## src/rtl/uart_tx_pkg.sv

```systemverilog
// uart_tx_pkg: shared state encoding, line-mux select codes and parameter limits for the UART TX engine.
package uart_tx_pkg;
    typedef logic [2:0] state_t;
    typedef logic [1:0] sel_t;

    localparam state_t S_IDLE   = 3'b000;
    localparam state_t S_START  = 3'b001;
    localparam state_t S_DATA   = 3'b010;
    localparam state_t S_PARITY = 3'b011;
    localparam state_t S_STOP   = 3'b100;

    localparam sel_t SEL_START  = 2'b00;
    localparam sel_t SEL_DATA   = 2'b01;
    localparam sel_t SEL_PARITY = 2'b10;
    localparam sel_t SEL_IDLE   = 2'b11;

    localparam int DW_MIN  = 5;
    localparam int DW_MAX  = 9;
    localparam int CPB_MIN = 1;

    function automatic sel_t line_sel(input state_t st);
        return st == S_START  ? SEL_START  :
               st == S_DATA   ? SEL_DATA   :
               st == S_PARITY ? SEL_PARITY : SEL_IDLE;
    endfunction
endpackage

```

## src/rtl/uart_tx_engine_if.sv

```systemverilog
// uart_tx_engine_if: word/config request side and serial/status side of the UART TX engine.
interface uart_tx_engine_if #(parameter int DATA_WIDTH = 8);
    logic [DATA_WIDTH-1:0] P_DATA;
    logic                  data_valid;
    logic                  PAR_EN;
    logic                  PAR_TYP;
    logic                  STOP2;
    logic                  TX_OUT;
    logic                  busy;
    logic                  tx_done;

    modport master (
        output P_DATA, data_valid, PAR_EN, PAR_TYP, STOP2,
        input  TX_OUT, busy, tx_done
    );
    modport slave (
        input  P_DATA, data_valid, PAR_EN, PAR_TYP, STOP2,
        output TX_OUT, busy, tx_done
    );
endinterface

```

## src/rtl/uart_baud_cnt.sv

```systemverilog
// uart_baud_cnt: counts 0..CLKS_PER_BIT-1 while enabled and flags the last cycle of each bit.
module uart_baud_cnt #(
    parameter int CLKS_PER_BIT = 16
) (
    input  logic clk,
    input  logic reset,
    input  logic i_clear,
    input  logic i_en,
    output logic o_bit_end
);
    localparam int W = CLKS_PER_BIT > 1 ? $clog2(CLKS_PER_BIT) : 1;

    logic [W-1:0] r_cnt;

    assign o_bit_end = i_en && r_cnt == W'(CLKS_PER_BIT - 1);

    always_ff @(posedge clk) begin
        if (reset || i_clear || o_bit_end)
            r_cnt <= '0;
        else if (i_en)
            r_cnt <= r_cnt + 1'b1;
    end
endmodule

```

## src/rtl/uart_tx_engine.sv

```systemverilog
// uart_tx_engine: framed UART transmitter (start, LSB-first data, optional parity, 1/2 stop bits).
module uart_tx_engine
    import uart_tx_pkg::*;
#(
    parameter int DATA_WIDTH   = 8,
    parameter int CLKS_PER_BIT = 16
) (
    input logic             clk,
    input logic             reset,
    uart_tx_engine_if.slave bus
);
    localparam int IW = $clog2(DATA_WIDTH);

    state_t                r_state, w_nstate;
    logic [DATA_WIDTH-1:0] r_shift, w_shift_nxt;
    logic [IW-1:0]         r_bit_idx;
    logic                  r_par_en, r_stop2, r_par, r_stop_idx, r_tx;
    logic                  w_bit_end, w_last_data, w_last_stop, w_done, w_accept, w_line;
    sel_t                  w_sel;

    uart_baud_cnt #(.CLKS_PER_BIT(CLKS_PER_BIT)) u_baud (
        .clk       (clk),
        .reset     (reset),
        .i_clear   (w_accept),
        .i_en      (r_state != S_IDLE),
        .o_bit_end (w_bit_end)
    );

    assign w_last_data = r_bit_idx == IW'(DATA_WIDTH - 1);
    assign w_last_stop = !r_stop2 || r_stop_idx;
    assign w_done      = r_state == S_STOP && w_bit_end && w_last_stop;
    assign w_accept    = bus.data_valid && (r_state == S_IDLE || w_done);

    always_ff @(posedge clk) begin
        if (reset)
            r_state <= S_IDLE;
        else
            r_state <= w_nstate;
    end

    always_comb begin
        w_nstate = S_IDLE;
        case (r_state)
            S_IDLE:   w_nstate = w_accept ? S_START : S_IDLE;
            S_START:  w_nstate = w_bit_end ? S_DATA : S_START;
            S_DATA:   w_nstate = !(w_bit_end && w_last_data) ? S_DATA : r_par_en ? S_PARITY : S_STOP;
            S_PARITY: w_nstate = w_bit_end ? S_STOP : S_PARITY;
            S_STOP:   w_nstate = !w_done ? S_STOP : w_accept ? S_START : S_IDLE;
            default:  w_nstate = S_IDLE;
        endcase
    end

    // TX_OUT is registered from the next state so the line value lines up with r_state
    always_comb begin
        w_shift_nxt = w_accept ? bus.P_DATA :
                      (r_state == S_DATA && w_bit_end) ? r_shift >> 1 : r_shift;
        w_sel       = line_sel(w_nstate);
        w_line      = w_sel == SEL_START  ? 1'b0 :
                      w_sel == SEL_DATA   ? w_shift_nxt[0] :
                      w_sel == SEL_PARITY ? r_par : 1'b1;
    end

    always_ff @(posedge clk) begin
        if (reset) begin
            r_shift    <= '0;
            r_bit_idx  <= '0;
            r_par_en   <= 1'b0;
            r_stop2    <= 1'b0;
            r_par      <= 1'b0;
            r_stop_idx <= 1'b0;
            r_tx       <= 1'b1;
        end else begin
            r_shift <= w_shift_nxt;
            r_tx    <= w_line;
            if (w_accept) begin
                r_bit_idx  <= '0;
                r_stop_idx <= 1'b0;
                r_par_en   <= bus.PAR_EN;
                r_stop2    <= bus.STOP2;
                r_par      <= ^bus.P_DATA ^ bus.PAR_TYP;
            end else begin
                if (r_state == S_DATA && w_bit_end)
                    r_bit_idx <= r_bit_idx + 1'b1;
                if (r_state == S_STOP && w_bit_end)
                    r_stop_idx <= 1'b1;
            end
        end
    end

    assign bus.TX_OUT  = r_tx;
    assign bus.busy    = r_state != S_IDLE;
    assign bus.tx_done = w_done;
endmodule

```

## src/flat_wrapper.sv

```systemverilog
// flat-port wrapper written by rule: the top's interface ports become plain ports
module uart_tx_engine_flat import uart_tx_pkg::*;
#(
    parameter int DATA_WIDTH   = 8,
    parameter int CLKS_PER_BIT = 16
)
  (clk, reset, bus_P_DATA, bus_data_valid, bus_PAR_EN, bus_PAR_TYP, bus_STOP2, bus_TX_OUT, bus_busy, bus_tx_done);
  uart_tx_engine_if #(.DATA_WIDTH(DATA_WIDTH)) bus_i ();
  input logic clk;
  input logic reset;
  input wire logic [$bits(bus_i.P_DATA)-1:0] bus_P_DATA;
  input wire logic [$bits(bus_i.data_valid)-1:0] bus_data_valid;
  input wire logic [$bits(bus_i.PAR_EN)-1:0] bus_PAR_EN;
  input wire logic [$bits(bus_i.PAR_TYP)-1:0] bus_PAR_TYP;
  input wire logic [$bits(bus_i.STOP2)-1:0] bus_STOP2;
  output wire logic [$bits(bus_i.TX_OUT)-1:0] bus_TX_OUT;
  output wire logic [$bits(bus_i.busy)-1:0] bus_busy;
  output wire logic [$bits(bus_i.tx_done)-1:0] bus_tx_done;
  assign bus_i.P_DATA = bus_P_DATA;
  assign bus_i.data_valid = bus_data_valid;
  assign bus_i.PAR_EN = bus_PAR_EN;
  assign bus_i.PAR_TYP = bus_PAR_TYP;
  assign bus_i.STOP2 = bus_STOP2;
  assign bus_TX_OUT = bus_i.TX_OUT;
  assign bus_busy = bus_i.busy;
  assign bus_tx_done = bus_i.tx_done;
  uart_tx_engine #(.DATA_WIDTH(DATA_WIDTH), .CLKS_PER_BIT(CLKS_PER_BIT)) u_core (.clk(clk), .reset(reset), .bus(bus_i));
endmodule
```

## config.mk

```make
export PLATFORM = sky130hd
export DESIGN_NAME = uart_tx_engine_flat
export DESIGN_NICKNAME = d
export VERILOG_FILES = /design/src/rtl/uart_tx_pkg.sv /design/src/rtl/uart_tx_engine_if.sv /design/src/rtl/uart_baud_cnt.sv /design/src/rtl/uart_tx_engine.sv /design/src/flat_wrapper.sv
export SDC_FILE = /design/constraint.sdc
export NUM_CORES = 1
export LEC_CHECK = 0
export CAP_MARGIN = 20
export CORE_MARGIN = 3
export CORE_UTILIZATION = 52
export CTS_CLUSTER_DIAMETER = 50
export DETAILED_ROUTE_END_ITERATION = 10
export GPL_TIMING_DRIVEN = 1
export PLACE_DENSITY = 0.77
export SYNTH_ARGS = -nofsm -noshare
export SYNTH_HDL_FRONTEND = slang
export SYNTH_SLANG_ARGS = --single-unit
```

## constraint.sdc

```tcl
create_clock -name clk -period 2.55 [get_ports clk]
set_clock_uncertainty 0.2 [all_clocks]
set_input_delay 0.3825 -clock clk [delete_from_list [all_inputs] [get_ports clk]]
set_output_delay 0.3825 -clock clk [all_outputs]
set_load 0.005 [all_outputs]
```

Word level (Yosys, flattened, before mapping)
Index checks and enable logic that the tools add are counted.
{"block": "op_classes", "n_addsub": 2, "n_eq_ne": 11, "n_mux": 15, "bitwise": 1, "reduce_logical": 17}
{"operator": "$mux W8", "n": 2}
{"operator": "$pmux W3 S5", "n": 1}
{"operator": "$eq A3 B2 Y1 const B", "n": 4}
{"operator": "$mux W3", "n": 4}
{"operator": "$reduce_xor A8 Y1", "n": 1}
{"operator": "$eq A3 B1 Y1 const B", "n": 2}
{"operator": "$eq A3 B3 Y1 const B", "n": 2}
{"operator": "$logic_and A1 B1 Y1", "n": 6}
{"operator": "$mux W2", "n": 3}
{"operator": "$mux W1", "n": 5}
{"operator": "$add A4 B1 Y4 const B", "n": 1}
{"operator": "$eq A4 B4 Y1 const B", "n": 1}
{"operator": "$logic_or A1 B1 Y1", "n": 4}
{"operator": "$add A3 B1 Y3 const B", "n": 1}
{"operator": "$logic_not A3 Y1", "n": 1}
{"operator": "$reduce_bool A3 Y1", "n": 1}
{"operator": "$eq A2 B1 Y1 const B", "n": 1}
{"operator": "$eq A2 B2 Y1 const B", "n": 1}
{"operator": "$logic_not A2 Y1", "n": 1}
{"operator": "$reduce_bool A2 Y1", "n": 1}
{"operator": "$reduce_or A2 Y1", "n": 1}
{"operator": "$logic_not A1 Y1", "n": 1}
{"operator": "$xor A1 B1 Y1", "n": 1}
{"block": "word_totals", "ff_bits": 23, "out_inout_bits": 3}

Depth between registers and ports, before layout
Gate-level depths: netlist of the first run.
{"block": "depth", "depth_word": 17, "depth_mapped": 7}

By module
A second synthesis of the first run with hierarchy kept.
{"block": "unflattened", "hier_cells": 119, "area_unflattened_um2": 1144.8}
{"mod": "uart_tx_engine", "instances": 1, "cells_per_inst": 102, "area_per_inst_um2": 967.2}
{"mod": "uart_baud_cnt", "instances": 1, "cells_per_inst": 17, "area_per_inst_um2": 177.7}

Worst setup path before layout of the first run
No wires, ideal clock.
{"block": "synth_path", "path_kind": "flip-flop to flip-flop", "startpoint": "register u_core.u_baud.r_cnt[0]", "endpoint": "register u_core.r_par", "setup_time_ns": 0.128, "t_arrival_ns": 1.574, "required_ns": 2.222, "setup_slack_ns": 0.648, "path_stages_with_launch": 8, "synth_period_minus_slack_ns": 1.902, "cell_sequence": "dfxtp_1 -> ha_1 -> and3_1 -> o211ai_1 -> buf_2 -> buf_2 -> mux2i_1 -> nor2_1"}
{"block": "synth_between", "elab_chain_cells": 6}
{"element": "from (decl)", "line": "uart_baud_cnt.sv:13", "source": "logic [W-1:0] r_cnt;"}
{"element": "from (signal assigned)", "line": "uart_baud_cnt.sv:21", "source": "r_cnt <= r_cnt + 1'b1;"}
{"element": "$eq A4 B4 Y1", "line": "uart_baud_cnt.sv:15", "source": "assign o_bit_end = i_en && r_cnt == W'(CLKS_PER_BIT - 1);"}
{"element": "$logic_and A1 B1 Y1", "line": "uart_baud_cnt.sv:15"}
{"element": "$logic_and A1 B1 Y1 (2 in series)", "line": "uart_tx_engine.sv:31", "source": "assign w_done = r_state == S_STOP && w_bit_end && w_last_stop;"}
{"element": "$logic_or A1 B1 Y1", "line": "uart_tx_engine.sv:32", "source": "assign w_accept = bus.data_valid && (r_state == S_IDLE || w_done);"}
{"element": "$logic_and A1 B1 Y1", "line": "uart_tx_engine.sv:32"}
{"element": "to (signal assigned)", "line": "uart_tx_engine.sv:80", "source": "r_par <= ^bus.P_DATA ^ bus.PAR_TYP;"}
{"element": "to (decl)", "line": "uart_tx_engine.sv:17", "source": "logic r_par_en, r_stop2, r_par, r_stop_idx, r_tx;"}
No other way between the ends.
A chain may end at the register's enable or synchronous reset.

Final worst setup path of the first run
{"block": "layout_path", "startpoint": "register u_core.r_state[0]", "endpoint": "output bus_busy"}
{"block": "layout_between", "elab_chain_cells": 1}
{"element": "from (decl)", "line": "uart_tx_engine.sv:14", "source": "state_t r_state, w_nstate;"}
{"element": "from (signal assigned)", "line": "uart_tx_engine.sv:38", "source": "r_state <= w_nstate;"}
{"element": "$reduce_bool A3 Y1", "line": "uart_tx_engine.sv:91", "source": "assign bus.busy = r_state != S_IDLE;"}
{"element": "to (decl)", "line": "flat_wrapper.sv:17", "source": "output wire logic [$bits(bus_i.busy)-1:0] bus_busy;"}
No other way between the ends.

==> results of run 1 <==
placed cells by master (no fill, tap or decap), types with 3 or more instances in the layout:
cell type | Yosys | layout
a21oi_1 | 5 | 5
dfxtp_1 | 23 | 21
inv_1 | 4 | 4
a31oi_1 | 3 | 3
buf_4 | 1 | 4
nor2_1 | 22 | 22
nand3_1 | 11 | 11
nand2_1 | 14 | 14
clkbuf_4 | 0 | 3
xor2_1 | 3 | 3
xnor2_1 | 5 | 5
mux2i_1 | 4 | 4
a311oi_1 | 7 | 7
clkdlybuf4s50_1 | 0 | 16
registers in the layout (all words and copies together) (netlist names):
name / flops
u_core.bus.TX_OUT: 1
u_core.r_bit_idx: 3
u_core.r_par: 1
u_core.r_par_en: 1
u_core.r_shift: 8
u_core.r_state: 3
u_core.r_stop2: 1
u_core.r_stop_idx: 1
u_core.u_baud.r_cnt: 4
through the flow:
| step | std cells | setup slack (ns) | area (µm²) |
|---|---|---|---|
| 2_1_floorplan | 133 | 0.6481 | 1142 |
| 3_3_place_gp | 173 | 0.3400 | 1328 |
| 3_5_place_dp | 173 | 0.2500 | 1328 |
| 4_1_cts | 177 | 0.01877 | 1355 |
| 5_1_grt | 177 | 0.01043 | 1364 |
| 6_report | 177 | 0.1367 | 1364 |
area by class of cell:
type	instances	area [µm²]	area share, %
multi-input cells	99	635.6	46.61
flip-flops and latches	23	462.9	33.94
repair buffers	20	190.2	13.94
well taps	27	33.78	2.477
clock buffers	4	26.28	1.927
inverters	4	15.01	1.101
metal layers:
layer / routed length, µm / vias up
li1: - / 502
met1: 1021 / 475
met2: 1156 / 23
met4: 29 / 0
met3: 92 / 3
met5: 0 / -
synthesized netlist by cell type, drive strengths merged (2+ instances only):
master | n | share of area, %
dfxtp | 23 | 40
ha | 3 | 3.3
xnor2 | 5 | 3.8
nand2 | 14 | 4.6
a31oi | 3 | 1.6
o211ai | 2 | 1.3
mux2i | 4 | 3.5
nor2 | 22 | 7.2
nand3 | 11 | 4.8
nor3b | 3 | 3.0
inv | 4 | 1.3
clkbuf | 3 | 0.99
xor2 | 3 | 2.3
a311oi | 7 | 5.4
buf | 3 | 1.5
nor3 | 2 | 0.88
o21ai | 3 | 1.3
a21oi | 5 | 2.2
worst max-delay path, cell delays in order, from the launching register on:
cell,delay [ns]
dfxtp_1,0.40
nor3_1,0.47
inv_1,0.17
clkdlybuf4s50_1,0.48
power breakdown:
| group | switching (mW) | total, mW | internal [mW] |
|---|---|---|---|
| combinational | 0.0492 | 0.114 | 0.0652 |
| clock | 0.113 | 0.175 | 0.0613 |
| sequential | 0.0128 | 0.392 | 0.379 |
| total | 0.175 | 0.681 | 0.506 |
path summary, 6_finish.rpt:
kind                                  startpoint                             end  slack, ns  depth (start not counted)
hold reg to reg   u_core.r_stop_idx$_SDFFE_PP0P_  u_core.r_stop_idx$_SDFFE_PP0P_       0.27                          2
hold / removal    u_core.r_stop_idx$_SDFFE_PP0P_  u_core.r_stop_idx$_SDFFE_PP0P_       0.27                          2
setup reg to reg    u_core.r_state[1]$_SDFF_PP0_    u_core.bus.TX_OUT$_SDFF_PP1_       0.51                          5
setup / recovery    u_core.r_state[0]$_SDFF_PP0_                        bus_busy       0.14                          3
repair_timing:
action | in CTS | in global routing
setup buffers | 0 | 0
gates resized for setup | 1 | 5
setup endpoints to repair | 1 | 1
logic make-up after synthesis:
group	Yosys count	synth area share [%]
AOI/OAI and AO/OA	23	14.02
xor gates and xnor gates	9	8.105
adders and majority gates	3	3.286
buffers and inverters	11	4.710
DFF	23	40.31
muxes	5	4.491
and+or+nand+nor	59	25.08
==> results by group, run 1 <==
Die
  • Starting Density: 56.50%
  • Die Ht: 52.87 µm
  • Chip Width: 52.87 µm
  • Die ar.: 2795 µm²
  • IO Count: 17
  • CORE AREA: 2022 µm²
  • Rows: 16

Place
  • HPWL Detailed: about 1700 µm
  • PortBufs: 16
  • GPL Wtd Cong: 0.7383

Power and ir drop
  • Power Density: 499.3 nW/µm²
  • Pwr Total: just under 0.7 mW
  • Maximum VDD drop: 0.3428 mV
  • Leak: 0.5090 nW

Yosys
  • Synth Flop Type: dfxtp_1
  • Synth unique cells: 33
  • Mapped Cells: 133
  • Yosys warning total: 0
  • Post-synth ARST share: 0%
  • Syn_nets: 150
  • EDFF count, synth: 0
  • Part of the Yosys area used for sequential elements: 40.31%
  • Mapped Area: 1142 µm²
  • Yosys reg bits: 23
  • Avg Cell Area, Syn: roughly 8.6 µm²

Global route
  • Met2 usage: between 30% and 40%
  • Number of global-route vias before repair: 1000
  • Most Crowded Layer GR: met2
  • Total gr overflow: 0
  • Largest net degree at the start of global routing: 21
  • Met1 usage: roughly a quarter
  • Gr usage total: 19.87%
  • Met3 Use GR: 2.535%
  • Global-route wire length before repair: 4167 µm
  • Antenna violations before repair: 0

STA
  • Setup violations, final: 0
  • Final slew viol count: 0
  • Sum Neg Setup Slack: 0 ns
  • Hold slack: 0.2716 ns
  • Fmax: about 410 MHz
  • Relative slew slack: 66.39%
  • RSZ-0062 raised after global routing: false
  • Final Hold Viols: 0
  • Fin crit share: around 95%
  • Worst-margin pin slew: 0.5003 ns
  • Min Tclk post-route: 2.413 ns

Detailed routing
  • DRC: 0
  • Final ANT Viol Nets: 0
  • DR vias/cell: 5.667
  • Initial detailed-routing violation count: 19
  • Vias post-DR: ~1000
  • DR WL/cell: 12.98 µm
  • First-pass DRT Iterations: 4
  • Detailed Route WL: 2298 µm

Clocking
  • CTS Hold Bufs: 0
  • Worst-Skew Late Latency: 0.32 ns
  • CTS Buf Count: 3
  • Max Root-Sink Buffers: 2
  • CTS root buf: clkbuf_4
  • CTS tree: done
  • Clock transition at path regs: 0.12 ns
  • Clock sinks: 23
  • H-tree Lvls: 1

Critical path
  • Req. time, crit path: around 2 ns
  • Crit path kind: register to primary output
  • Crit end category: primary output
  • Crit-path max FO: 7
  • Worst EP arrival: 1.83 ns
  • Critical Path Start Type: register

Final layout
  • Layout cells sized above 1: just under 9%
  • Ant. Diodes: 0
  • Core Util, Final: approximately two thirds
  • Fillers: 170
  • Area growth from synthesis to layout: 19.39%
  • Fin nets: 168

Worst hold path
  • Worst Hold Class: register to register

Flow run
  • Max-cap viol count: 0

Status
  • Outcome: finished, final reports clean
Power figures use the tool's default switching activity.
==> run 2: changes to the inputs <==
Settings changed: CORE_UTILIZATION 52 to 60, DONT_BUFFER_PORTS from default to 1, PLACE_DENSITY 0.77 to 0.76.
==> results by group, run 2 (same netlist as run 1, synthesis figures left out) <==
Final layout
  • Max FFs per register: 8 (unchanged)
  • Commonest non-fill, non-tap cells in the layout: dfxtp_1 (23), nor2_1 (22), nand2_1 (14)
  • Most common cell after layout, fill and taps aside: dfxtp_1
  • Top flop regs: u_core.r_shift (8), u_core.u_baud.r_cnt (4)
  • Fin nets: 151 (-10%)
  • Post-Layout Cell Count: 158 (-11%)
  • Layout cells sized above 1: 5.263% (-3.4 points)
  • Reg area: 460.4 µm² (-0.54%)
  • Multi-input gate area: 628.1 µm² (-1.2%)
  • Core Util, Final: 67.23% (-0.22 points)
  • Ant. Diodes: 0 (unchanged)
  • Largest Register: u_core.r_shift
  • Fillers: 168 (-1.2%)
  • Area growth from synthesis to layout: 3.834%

STA
  • Hold slack: 0.03114 ns (-0.2404 ns)
  • Sum Neg Setup Slack: 0 ns (unchanged)
  • Final Hold Viols: 0 (unchanged)
  • Setup violations, final: 0 (unchanged)
  • Relative slew slack: 62.28% (-4.1 points)
  • Worst-margin pin slew: 0.5639 ns (+0.06366 ns)
  • Min Tclk post-route: 2.302 ns (-0.1112 ns)
  • Final slew viol count: 0 (unchanged)
  • Fin crit share: 90.28% (-4.4 points)
  • RSZ-0062 raised after global routing: false
  • Setup WS post-layout: 0.2480 ns (+0.1112 ns)
  • Fmax: 434.4 MHz (+4.8%)

Place
  • HPWL Detailed: 1577 µm (-7.8%)
  • Dpl ws: 0.4183 ns (+0.1683 ns)
  • GPL Wtd Cong: 0.8320 (+13%)
  • PortBufs: 0 (-16)
  • Placed cells: 153 (-12%)

Clocking
  • Worst-Skew Late Latency: 0.29 ns (-0.03 ns)
  • CTS Buf Count: 3 (unchanged)
  • Post-CTS Setup Repair Bufs: 0 (unchanged)
  • CTS tree: done
  • Max Root-Sink Buffers: 2 (unchanged)
  • CTS root buf: clkbuf_4
  • Clock transition at path regs: 0.12 ns (about the same)
  • Clock sinks: 23 (unchanged)
  • CTS Hold Bufs: 1 (+1)
  • H-tree Lvls: 1 (unchanged)
  • Post-CTS Resized: 0 (-1)

Detailed routing
  • First-pass DRT Iterations: 4 (unchanged)
  • Final ANT Viol Nets: 0 (unchanged)
  • Vias post-DR: 916 (-8.7%)
  • DR vias/cell: 5.797 (+2.3%)
  • DRC: 0 (unchanged)
  • Detailed Route WL: 2153 µm (-6.3%)
  • Initial detailed-routing violation count: 15 (-4)
  • DR WL/cell: 13.63 µm (+5.0%)

Power and ir drop
  • Power Density: 538.2 nW/µm² (+7.8%)
  • Maximum VDD drop: 0.3458 mV (+0.88%)
  • Leak: 0.4450 nW (-13%)

Die
  • Die Ht: 49.64 µm (-6.1%)
  • Starting Density: 64.75% (+8.3 points)
  • CORE AREA: 1764 µm² (-13%)
  • Die ar.: 2464 µm² (-12%)
  • Chip Width: 49.64 µm (-6.1%)
  • IO Count: 17 (unchanged)
  • Rows: 15 (-1)

Critical path
  • Critical Path Start Type: register
  • Crit path kind: register to primary output
  • Crit end category: primary output
  • Worst EP arrival: 1.72 ns (-0.11 ns)
  • Slowest library cell on the worst path: and3_1
  • Req. time, crit path: 1.97 ns (about the same)
  • CP Cell Sequence: ha_1 -> and3_1 -> o21ai_0 -> nor2_1
  • CP max stage delay: 0.45 ns (-0.03 ns)
  • Crit-path max FO: 13 (+6)

Flow run
  • Max-cap viol count: 0 (unchanged)

Global route
  • Global-route wire length before repair: 3933 µm (-5.6%)
  • Number of global-route vias before repair: 882 (-12%)
  • Largest net degree at the start of global routing: 19 (-9.5%)
  • Antenna violations before repair: 0 (unchanged)
  • Total gr overflow: 0 (unchanged)
  • Gr usage total: 20.46% (+0.59 points)

Status
  • Outcome: finished, final reports clean

Worst hold path
  • Worst Hold Class: primary input to register
==> run 2: cell count changes in the layout (fill, tap and decap cells not counted), sizes merged <==
| cell | before | now |
|---|---|---|
| buf | 4 | 2 |
| dlygate4sd3 | 0 | 1 |
| clkdlybuf4s50 | 16 | 0 |
==> run 2: worst paths after layout <==
check	slack [ns]	endpoint	start	cells after the start
hold reg to reg	0.27	u_core.r_bit_idx[2]$_SDFFE_PP0P_	u_core.r_bit_idx[2]$_SDFFE_PP0P_	2
setup reg to reg	0.37	u_core.r_shift[6]$_SDFFE_PP0P_	u_core.u_baud.r_cnt[0]$_SDFFE_PP0P_	6
hold / removal	0.03	u_core.r_stop2$_SDFFE_PP0P_	bus_STOP2	2
setup / recovery	0.25	bus_tx_done	u_core.u_baud.r_cnt[0]$_SDFFE_PP0P_	4
==> run 2: layout make-up <==
type	instances	area share [%]
clock buffer	4	2.215
inverter	4	1.266
multi-input combinational	99	52.95
sequential	23	38.82
tap	25	2.637
timing repair buffer	3	2.110
==> run 2: critical path, delay by kind of cell (launching register included) <==
| kind | cells | cell delay (ns) |
|---|---|---|
| compound gates | 1 | 0.20 |
| fa+ha+maj | 1 | 0.20 |
| flops | 1 | 0.40 |
| simple gates | 2 | 0.62 |
==> run 2: through the flow <==
stage / power [mW] / area, µm²
3_3_place_gp: 0.4783 / 1150
2_1_floorplan: 0.4719 / 1142
4_1_cts: 0.6443 / 1186
3_5_place_dp: 0.4831 / 1150
6_report: 0.6384 / 1186
5_1_grt: 0.6782 / 1186
==> run 2: per-layer routing <==
layer	GRT usage [%]	routed length, µm	vias to the layer above
met1	24.72	979	427
li1	-	-	473
met2	34.58	1041	14
met4	6.912	19	0
met3	5.740	114	2
met5	0	0	-
==> run 2: report_power, final <==
group / internal (mW) / total [mW] / switching (mW)
registers: 0.379 / 0.393 / 0.0137
logic: 0.0437 / 0.0872 / 0.0434
clock network: 0.0608 / 0.159 / 0.0979
total: 0.483 / 0.638 / 0.155
